File: src/rtl/mips_pkg.sv
// Shared definitions for the MIPS pipeline sequencing logic.
package mips_pkg;

    localparam int NREG = 32;
    localparam logic [4:0] REG_ZERO = 5'd0;

    typedef enum logic [1:0] {
        RUN     = 2'd0,
        HOLD    = 2'd1,
        MEMWAIT = 2'd2,
        FLUSH   = 2'd3
    } state_t;

endpackage

File: src/rtl/scoreboard.sv
// Pending-write scoreboard: one bit per register, set on issue, cleared on
// retire, with a write-through view that hides registers retiring this cycle.
module scoreboard
    import mips_pkg::*;
#(
    parameter int NREG = 32
) (
    input  logic            clock,
    input  logic            reset,
    input  logic            clr_en,
    input  logic [4:0]      clr_idx,
    input  logic            set_en,
    input  logic [4:0]      set_idx,
    output logic [NREG-1:0] pending,
    output logic [NREG-1:0] pend_eff
);

    logic [NREG-1:0] clr;
    logic [NREG-1:0] set;

    assign clr = clr_en ? (NREG'(1) << clr_idx) : '0;

    // r0 is hardwired, so it never gets an in-flight writer
    assign set = (set_en && set_idx != REG_ZERO) ? (NREG'(1) << set_idx) : '0;

    assign pend_eff = pending & ~clr;

    always_ff @(posedge clock or posedge reset) begin
        if (reset) begin
            pending <= '0;
        end else begin
            pending <= (pending & ~clr) | set;
        end
    end

endmodule

File: src/rtl/hazard_ctrl.sv
// Decode-side sequencing: RAW/WAW interlock via the scoreboard, memory
// freeze, branch flush (deferred across memory waits) and a stall counter.
module hazard_ctrl
    import mips_pkg::*;
#(
    parameter int NREG = 32,
    parameter int CNTW = 16
) (
    input  logic            clock,
    input  logic            reset,
    input  logic            d_valid,
    input  logic [4:0]      d_rs,
    input  logic [4:0]      d_rt,
    input  logic            d_use_rs,
    input  logic            d_use_rt,
    input  logic            d_rwe,
    input  logic [4:0]      d_dst,
    input  logic            x_taken,
    input  logic            w_rwe,
    input  logic [4:0]      w_dst,
    input  logic            dm_busy,
    output logic            issue,
    output logic            stall_f,
    output logic            stall_d,
    output logic            freeze,
    output logic            flush_d,
    output logic [NREG-1:0] pending,
    output logic [CNTW-1:0] stall_cnt
);

    state_t          state;
    state_t          state_next;
    logic            flush_pend;
    logic            hazard;
    logic            fl;
    logic [NREG-1:0] pend_eff;

    scoreboard #(
        .NREG(NREG)
    ) u_sb (
        .clock   (clock),
        .reset   (reset),
        .clr_en  (w_rwe),
        .clr_idx (w_dst),
        .set_en  (issue & d_rwe),
        .set_idx (d_dst),
        .pending (pending),
        .pend_eff(pend_eff)
    );

    assign hazard = d_valid & ((d_use_rs & pend_eff[d_rs])
                             | (d_use_rt & pend_eff[d_rt])
                             | (d_rwe    & pend_eff[d_dst]));

    assign fl      = (x_taken | flush_pend) & ~dm_busy;
    assign issue   = d_valid & ~hazard & ~dm_busy & ~fl;
    assign freeze  = dm_busy;
    assign flush_d = fl;
    assign stall_d = hazard & ~fl & ~dm_busy;
    assign stall_f = stall_d;

    always_comb begin
        state_next = RUN;
        if (dm_busy) begin
            state_next = MEMWAIT;
        end else if (fl) begin
            state_next = FLUSH;
        end else if (hazard) begin
            state_next = HOLD;
        end
    end

    always_ff @(posedge clock or posedge reset) begin
        if (reset) begin
            state <= RUN;
        end else begin
            state <= state_next;
        end
    end

    // A branch seen during a memory wait is replayed on the first free cycle
    always_ff @(posedge clock or posedge reset) begin
        if (reset) begin
            flush_pend <= 1'b0;
        end else if (fl) begin
            flush_pend <= 1'b0;
        end else if (x_taken && dm_busy) begin
            flush_pend <= 1'b1;
        end
    end

    always_ff @(posedge clock or posedge reset) begin
        if (reset) begin
            stall_cnt <= '0;
        end else if (stall_d && stall_cnt != '1) begin
            stall_cnt <= stall_cnt + 1'b1;
        end
    end

    // Entering FLUSH always consumes the deferred branch
    always_comb begin
        if (!reset && state == FLUSH) begin
            assert (!flush_pend);
        end
    end

endmodule

File: config.mk
export PLATFORM = sky130hd
export DESIGN_NAME = hazard_ctrl
export DESIGN_NICKNAME = d
export VERILOG_FILES = /design/src/rtl/mips_pkg.sv /design/src/rtl/scoreboard.sv /design/src/rtl/hazard_ctrl.sv
export SDC_FILE = /design/constraint.sdc
export NUM_CORES = 1
export LEC_CHECK = 0
export BUFFER_PORTS_ARGS = -buffer_cell sky130_fd_sc_hd__buf_2
export CORE_MARGIN = 8
export CORE_UTILIZATION = 45
export CTS_CLUSTER_SIZE = 16
export DETAILED_ROUTE_END_ITERATION = 12
export PLACE_DENSITY_LB_ADDON = 0.1
export SLEW_MARGIN = 15
export SYNTH_ARGS = -nofsm -noshare
export SYNTH_HDL_FRONTEND = slang
export SYNTH_HIERARCHICAL = 1
export SYNTH_SLANG_ARGS = --single-unit
export TNS_END_PERCENT = 30
File: constraint.sdc
create_clock -name clock -period 4.43 [get_ports clock]
set_input_delay 0.886 -clock clock [delete_from_list [all_inputs] [get_ports clock]]
set_output_delay 0.886 -clock clock [all_outputs]
set_load 0.005 [all_outputs]
==> metrics.txt, run 1 <==
outcome finished clean; crit-path cells buf_2 -> or4b_1 -> o21a_1 -> mux4_2 -> a211o_1 -> a211oi_2 -> nand3_1 -> nor2_1 -> buf_2; post-place setup slack 29.21 ps; Row Count 31; CTS H-tree depth 2; number of vias per cell ~5.9; Rel. slew slack 55.16%; Final Power ~0.97 mW; final clock skew approximately 6.1 ps; Post-Syn Instances a little under 300; switching power roughly 0.28 mW; Worst-Margin Slew around 670 ps; NumNets Final just over 400; Worst Hold Class reg -> reg; post-route setup slack 150.4 ps; Worst path depth 9; CP max FO 5; Net Sw Frac slightly below 30%; Pwr Density 251.0 nW/um^2; worst path buffer plus inverter count 2; Startpoint Class input port; min Tclk post-route approximately 4300 ps; Initial DRT Pass Iterations 4; clock network fraction of total power between 20 and 30%; final non-filler cell total between 400 and 500; syn_area_per_cell between 10 and 15 um^2; CTS Buf Count 5; fmax 0.2337 GHz; DR vias between 2000 and 3000; Pins Over Slew Limit 0; Post-synth ARST share between 90% and 100%; DIE HEIGHT roughly 100 um; # hold bufs at CTS 0; Final Core Density 54.19%; syn nets 323; clk_lat worst skew between 300 and 400 ps; Logic pwr share between 20% and 30%; Reg power frac about half; Pleak 1.786 nW; synthesis-stage register bit count 49; Max IR drop VDD 0.0001221 V; share of layout cells above drive strength 1 between 30% and 40%; HPWL Detailed 7.633 mm; starting density of the core between 40% and 50%; # resized after CTS 0; input/output buffers around 80; Seq/Total Area, Yosys roughly 38%; cell total after placement 465; final setup violation count 0; Antenna Nets Post-Route 0; postcts setup bufs 0; residual DRC count 0; worst reg2reg path depth 9; Max Cap Viol 0; area delta synth->final 18.38%; period utilisation layout between 90% and 100%; first-pass GRT wire length about 16 mm; Die Wd 101.2 um; Worst path slowest cell or4b_1; Mapped Area between 3000 and 4000 um^2; Core Footprint about 7000 um^2; IO Pins 82; clock sink count 49; WL per Instance around 21 um; Worst path max stage delay 630 ps; Overflow after GRT 0; Routed WL roughly 9.7 mm; EDFF count, synth 0; largest net degree at the start of global routing 33; total track usage 19.98%; WP data required 3540 ps; internal power approximately 0.7 mW; Distinct cells, synth 57; worst path arrival time between 3000 and 4000 ps; Critical Path Start w_dst[4]; number of global-route vias before repair 2814; Die ar. about 10000 um^2; Main synth FF type dfrtp_1; RR Startpoint u_sb/pending[12]$_DFF_PP0_; DRT iter0 DRCs 179; crit path kind in -> out; Setup crit end issue; initial antenna violation count 0; Clk pin slew, worst setup/hold paths ~90 ps; reg2reg end u_sb/pending[24]$_DFF_PP0_; r2r setup slk ~1500 ps; crit-path leading delay family compound AO/OA/AOI/OAI gates; CTS Buffer Depth 2; most frequent cells in the layout buf_2 (81), dfrtp_1 (49), o21a_1 (33); commonest non-fill, non-tap cell in the layout buf_2; crit end category primary output; CTS root buf clkbuf_8; antenna cells 0; final hold violations 0; CTS tree built; GPL Wtd Cong around 0.96; Ys Warns 6; cell repeated most along the worst path buf_2
==> cell usage after synthesis, types with 2 or more instances <==
| cell type | n | share of area [%] |
|---|---|---|
| dfrtp_1 | 49 | 38 |
| o21a_1 | 33 | 7.6 |
| o21bai_1 | 30 | 6.9 |
| mux4_2 | 16 | 11 |
| nand2_1 | 14 | 1.6 |
| xnor2_1 | 12 | 3.2 |
| mux2i_1 | 11 | 3.4 |
| nand3_1 | 10 | 1.5 |
| nand4_1 | 8 | 1.5 |
| nor2_1 | 8 | 0.92 |
| inv_1 | 7 | 0.80 |
| and3_1 | 6 | 1.1 |
| nand3b_1 | 6 | 1.4 |
| nor2b_1 | 6 | 1.1 |
| clkbuf_1 | 5 | 0.57 |
| mux2_2 | 5 | 1.7 |
| buf_4 | 4 | 0.92 |
| nand2b_1 | 4 | 0.77 |
| nand3_2 | 4 | 1.2 |
| nor3b_1 | 4 | 0.92 |
| buf_2 | 3 | 0.46 |
| nand4b_1 | 3 | 0.80 |
| nand4bb_1 | 3 | 1.0 |
| a2111oi_0 | 2 | 0.54 |
| a21oi_1 | 2 | 0.31 |
| a311o_1 | 2 | 0.61 |
| and2b_1 | 2 | 0.46 |
| buf_6 | 2 | 0.69 |
| mux2_1 | 2 | 0.69 |
| nor4_1 | 2 | 0.38 |
| or3b_2 | 2 | 0.54 |
==> worst min-delay path by stage <==
| stage | from | to | cells after the start |
|---|---|---|---|
| after floorplan | stall_cnt[10]$_DFFE_PP0P_ | stall_cnt[10]$_DFFE_PP0P_ | 1 |
| after global placement | stall_cnt[10]$_DFFE_PP0P_ | stall_cnt[10]$_DFFE_PP0P_ | 1 |
| after detailed placement | stall_cnt[10]$_DFFE_PP0P_ | stall_cnt[10]$_DFFE_PP0P_ | 1 |
| after CTS | stall_cnt[10]$_DFFE_PP0P_ | stall_cnt[10]$_DFFE_PP0P_ | 1 |
| after global routing | stall_cnt[5]$_DFFE_PP0P_ | stall_cnt[5]$_DFFE_PP0P_ | 1 |
| final | stall_cnt[10]$_DFFE_PP0P_ | stall_cnt[10]$_DFFE_PP0P_ | 1 |
==> cell type report <==
class / instances / area (um^2)
Tap cell: 99 / 123.9
Clock inverter: 2 / 13.76
Fill cell: 671 / 3269
Inverter: 7 / 26.28
Clock buffer: 6 / 82.58
Multi-Input combinational cell: 222 / 1937
Sequential cell: 49 / 1226
Timing Repair Buffer: 88 / 457.9
==> power by group through the flow <==
stage	clock network [mW]	registers [mW]	logic, mW
floorplan	0	0.499	0.117
global placement	0	0.499	0.195
detailed placement	0	0.500	0.198
CTS	0.297	0.491	0.198
global route	0.310	0.496	0.219
finish	0.281	0.491	0.198
==> stage by stage <==
step	instance area (um^2)	TNS (ps)	hold slack [ps]
floorplan	3267	0	481.0
global placement	3759	0	470.8
detailed placement	3759	0	480.6
CTS	3855	0	495.6
global route	3867	-3.777	525.7
finish	3867	0	488.7
==> cell families (layout without fill, tap and decap cells) <==
family	Yosys count	after routing	share of synthesized area (%)
simple gates	90	90	17.35
compound gates	82	82	19.61
flops	49	49	37.53
mux	36	36	18.08
buf+inv	22	103	3.562
xor+xnor	13	13	3.485
fa+ha+maj	1	1	0.3829
==> flip-flops by register name, summed over array words and instances, names as in the netlist <==
name and count:
u_sb/pending 32, stall_cnt 16, flush_pend 1
==> layer usage <==
layer  vias to the layer above  routed length [um]  track usage (%)  part of all wire [%]
li1                       1290                   -                -                     -
met1                      1397                4472            27.58                    46
met2                        91                4556            31.22                    47
met3                        10                 589            4.055                   6.0
met4                         0                 129            4.926                   1.3
met5                         -                   0                0                     0
No activity file was read; power rests on OpenSTA's default activity.
==> run 2, diff against run 1 <==
--- a/config.mk
+++ b/config.mk
@@ -6,11 +6,14 @@
 export NUM_CORES = 1
 export LEC_CHECK = 0
 export BUFFER_PORTS_ARGS = -buffer_cell sky130_fd_sc_hd__buf_2
+export CELL_PAD_IN_SITES_DETAIL_PLACEMENT = 0
+export CELL_PAD_IN_SITES_GLOBAL_PLACEMENT = 2
 export CORE_MARGIN = 8
-export CORE_UTILIZATION = 45
+export CORE_UTILIZATION = 34
 export CTS_CLUSTER_SIZE = 16
 export DETAILED_ROUTE_END_ITERATION = 12
 export PLACE_DENSITY_LB_ADDON = 0.1
+export SKIP_CTS_REPAIR_TIMING = 1
 export SLEW_MARGIN = 15
 export SYNTH_ARGS = -nofsm -noshare
 export SYNTH_HDL_FRONTEND = slang
==> run 2 against run 1 <==
  * Flip-flop and latch count stayed put
  * Combinational power increased by 2%
  * Die area increased by 27%
  * Worst setup slack better by 24 ps
  * Cell count rose by 7.2%
  * Critical path depth increased by 3
  * Clock power up 4%
  * Count of clock-buffer cells in the layout unchanged
  * Maximum frequency rose by 0.57%
  * Critical path type unchanged
  * Largest cell class unchanged
==> metrics.txt, run 2 (same netlist as run 1, synthesis figures left out) <==
CTS H-tree depth 2; hold path depth 1; worst reg2reg path depth 13; commonest non-fill, non-tap cell in the layout buf_2; input/output buffers 81; internal power between 0.6 and 0.7 mW; clk_lat worst skew around 300 ps; Pins Over Slew Limit 0; crit-path leading delay family compound AO/OA/AOI/OAI gates; fmax between 0.2 and 0.25 GHz; reg2reg end u_sb/pending[7]$_DFF_PP0_; Pleak 1.795 nW; Worst Hold Class reg -> reg; Antenna Nets Post-Route 0; Die Wd ~110 um; DR vias around 2700; CTS Buffer Depth 2; GPL Wtd Cong approximately 0.82; outcome finished clean; Logic pwr share 20.5%; Worst path depth 12; share of layout cells above drive strength 1 ~36%; r2r setup slk 1560 ps; Row Count 35; Max IR drop VDD between 0.0001 and 0.00015 V; Worst path slowest cell mux4_1; initial antenna violation count 0; Pwr Density about 250 nW/um^2; crit end category primary output; CTS tree built; HPWL Detailed just over 8 mm; clock sink count 49; Core Footprint between 9000 and 10000 um^2; Final Power between 0.9 and 1 mW; most frequent cells in the layout buf_2 (81), dfrtp_1 (49), o21a_1 (33); Worst-Margin Slew 845.7 ps; final setup violation count 0; worst path buffer plus inverter count 4; period utilisation layout 96.06%; residual DRC count 0; Routed WL around 10 mm; Regs by FF count u_sb/pending (32), stall_cnt (16), flush_pend (1); clock network fraction of total power roughly 30%; final clock skew 9.064 ps; area delta synth->final 20.34%; Max Cap Viol 0; switching power just under 0.3 mW; max FFs per register 32; NumNets Final just over 400; WHS Endpoint stall_cnt[10]$_DFFE_PP0P_; CP max FO 7; CTS root buf clkbuf_8; min Tclk post-route roughly 4300 ps; first-pass GRT wire length approximately 16 mm; final hold violations 0; Reg power frac between 40 and 50%; total track usage ~16%; IO Pins between 80 and 90; minimum hold slack between 400 and 500 ps; DIE HEIGHT approximately 110 um; Startpoint Class input port; Clk pin slew, worst setup/hold paths ~90 ps; largest net degree at the start of global routing 33; WL per Instance roughly 21 um; number of vias per cell around 5.4; Die ar. 13000 um^2; Worst path max stage delay about 530 ps; Hold Path Origin stall_cnt[10]$_DFFE_PP0P_; WP data required ~3500 ps; RR Startpoint u_sb/pending[5]$_DFF_PP0_; Initial DRT Pass Iterations 6; number of global-route vias before repair roughly 2800; DRT iter0 DRCs 132; crit-path cells buf_2 -> buf_4 -> nand4bb_1 -> o21a_1 -> mux4_1 -> nand3_1 -> a21boi_0 -> o41ai_2 -> buf_4 -> nand3_1 -> nor2_1 -> buf_2; starting density of the core between 30% and 40%; antenna cells 0; crit path kind in -> out; Overflow after GRT 0; Rel. slew slack a little over two fifths; worst path arrival time roughly 3400 ps; Net Sw Frac between 20 and 30%; register name with the most flops u_sb/pending; CTS Buf Count 5
-- run 2: cell types whose count changed in the layout (fill, tap and decap cells not counted), sizes merged --
cell	change
clkinv	-2
clkinvlp	+1
buf	+4
inv	+1
-- run 2: per-layer routing --
layer | part of all wire, % | track usage [%] | wire (um)
met3 | 5.2 | 3.592 | 545
met1 | 50 | 22.92 | 5215
met2 | 44 | 24.45 | 4605
met5 | 0 | 0 | 0
met4 | 0.83 | 4.525 | 87
-- run 2: final cells by class --
| cell class | instances | area, um^2 |
|---|---|---|
| fillers | 954 | 5353 |
| well taps | 129 | 161.4 |
| inverters | 7 | 26.28 |
| multi-input cells | 222 | 1931 |
| clock buffers | 6 | 82.58 |
| flip-flops and latches | 49 | 1226 |
| repair buffers | 92 | 488.0 |
| clock inverters | 2 | 16.27 |
-- run 2: worst max-delay path by stage --
stage	start	slack (ps)	to
global route	w_dst[2]	-5	issue
global placement	w_dst[4]	60	issue
CTS	w_dst[4]	-60	issue
floorplan	w_dst[4]	370	stall_f
detailed placement	w_dst[4]	-70	issue
finish	w_dst[2]	170	issue
-- run 2: metrics by stage --
stage	worst slack, ps	std cells	area [um^2]	setup TNS, ps	util [%]
final	174.7	507	3931	0	42.35
after global routing	-4.887	507	3931	-4.887	42.35
after CTS	-59.19	506	3918	-124.3	42.20
after detailed placement	-66.06	498	3819	-148.3	41.13
after global placement	64.42	498	3819	0	41.13
after floorplan	374.4	293	3267	0	-
-- run 2: power by group through the flow --
stage          Combinational [mW]  Sequential, mW  Clock (mW)
2_1_floorplan               0.117           0.499           0
3_3_place_gp                0.202           0.499           0
3_5_place_dp                0.202           0.500           0
4_1_cts                     0.203           0.491       0.299
5_1_grt                     0.223           0.495       0.320
6_report                    0.202           0.491       0.291
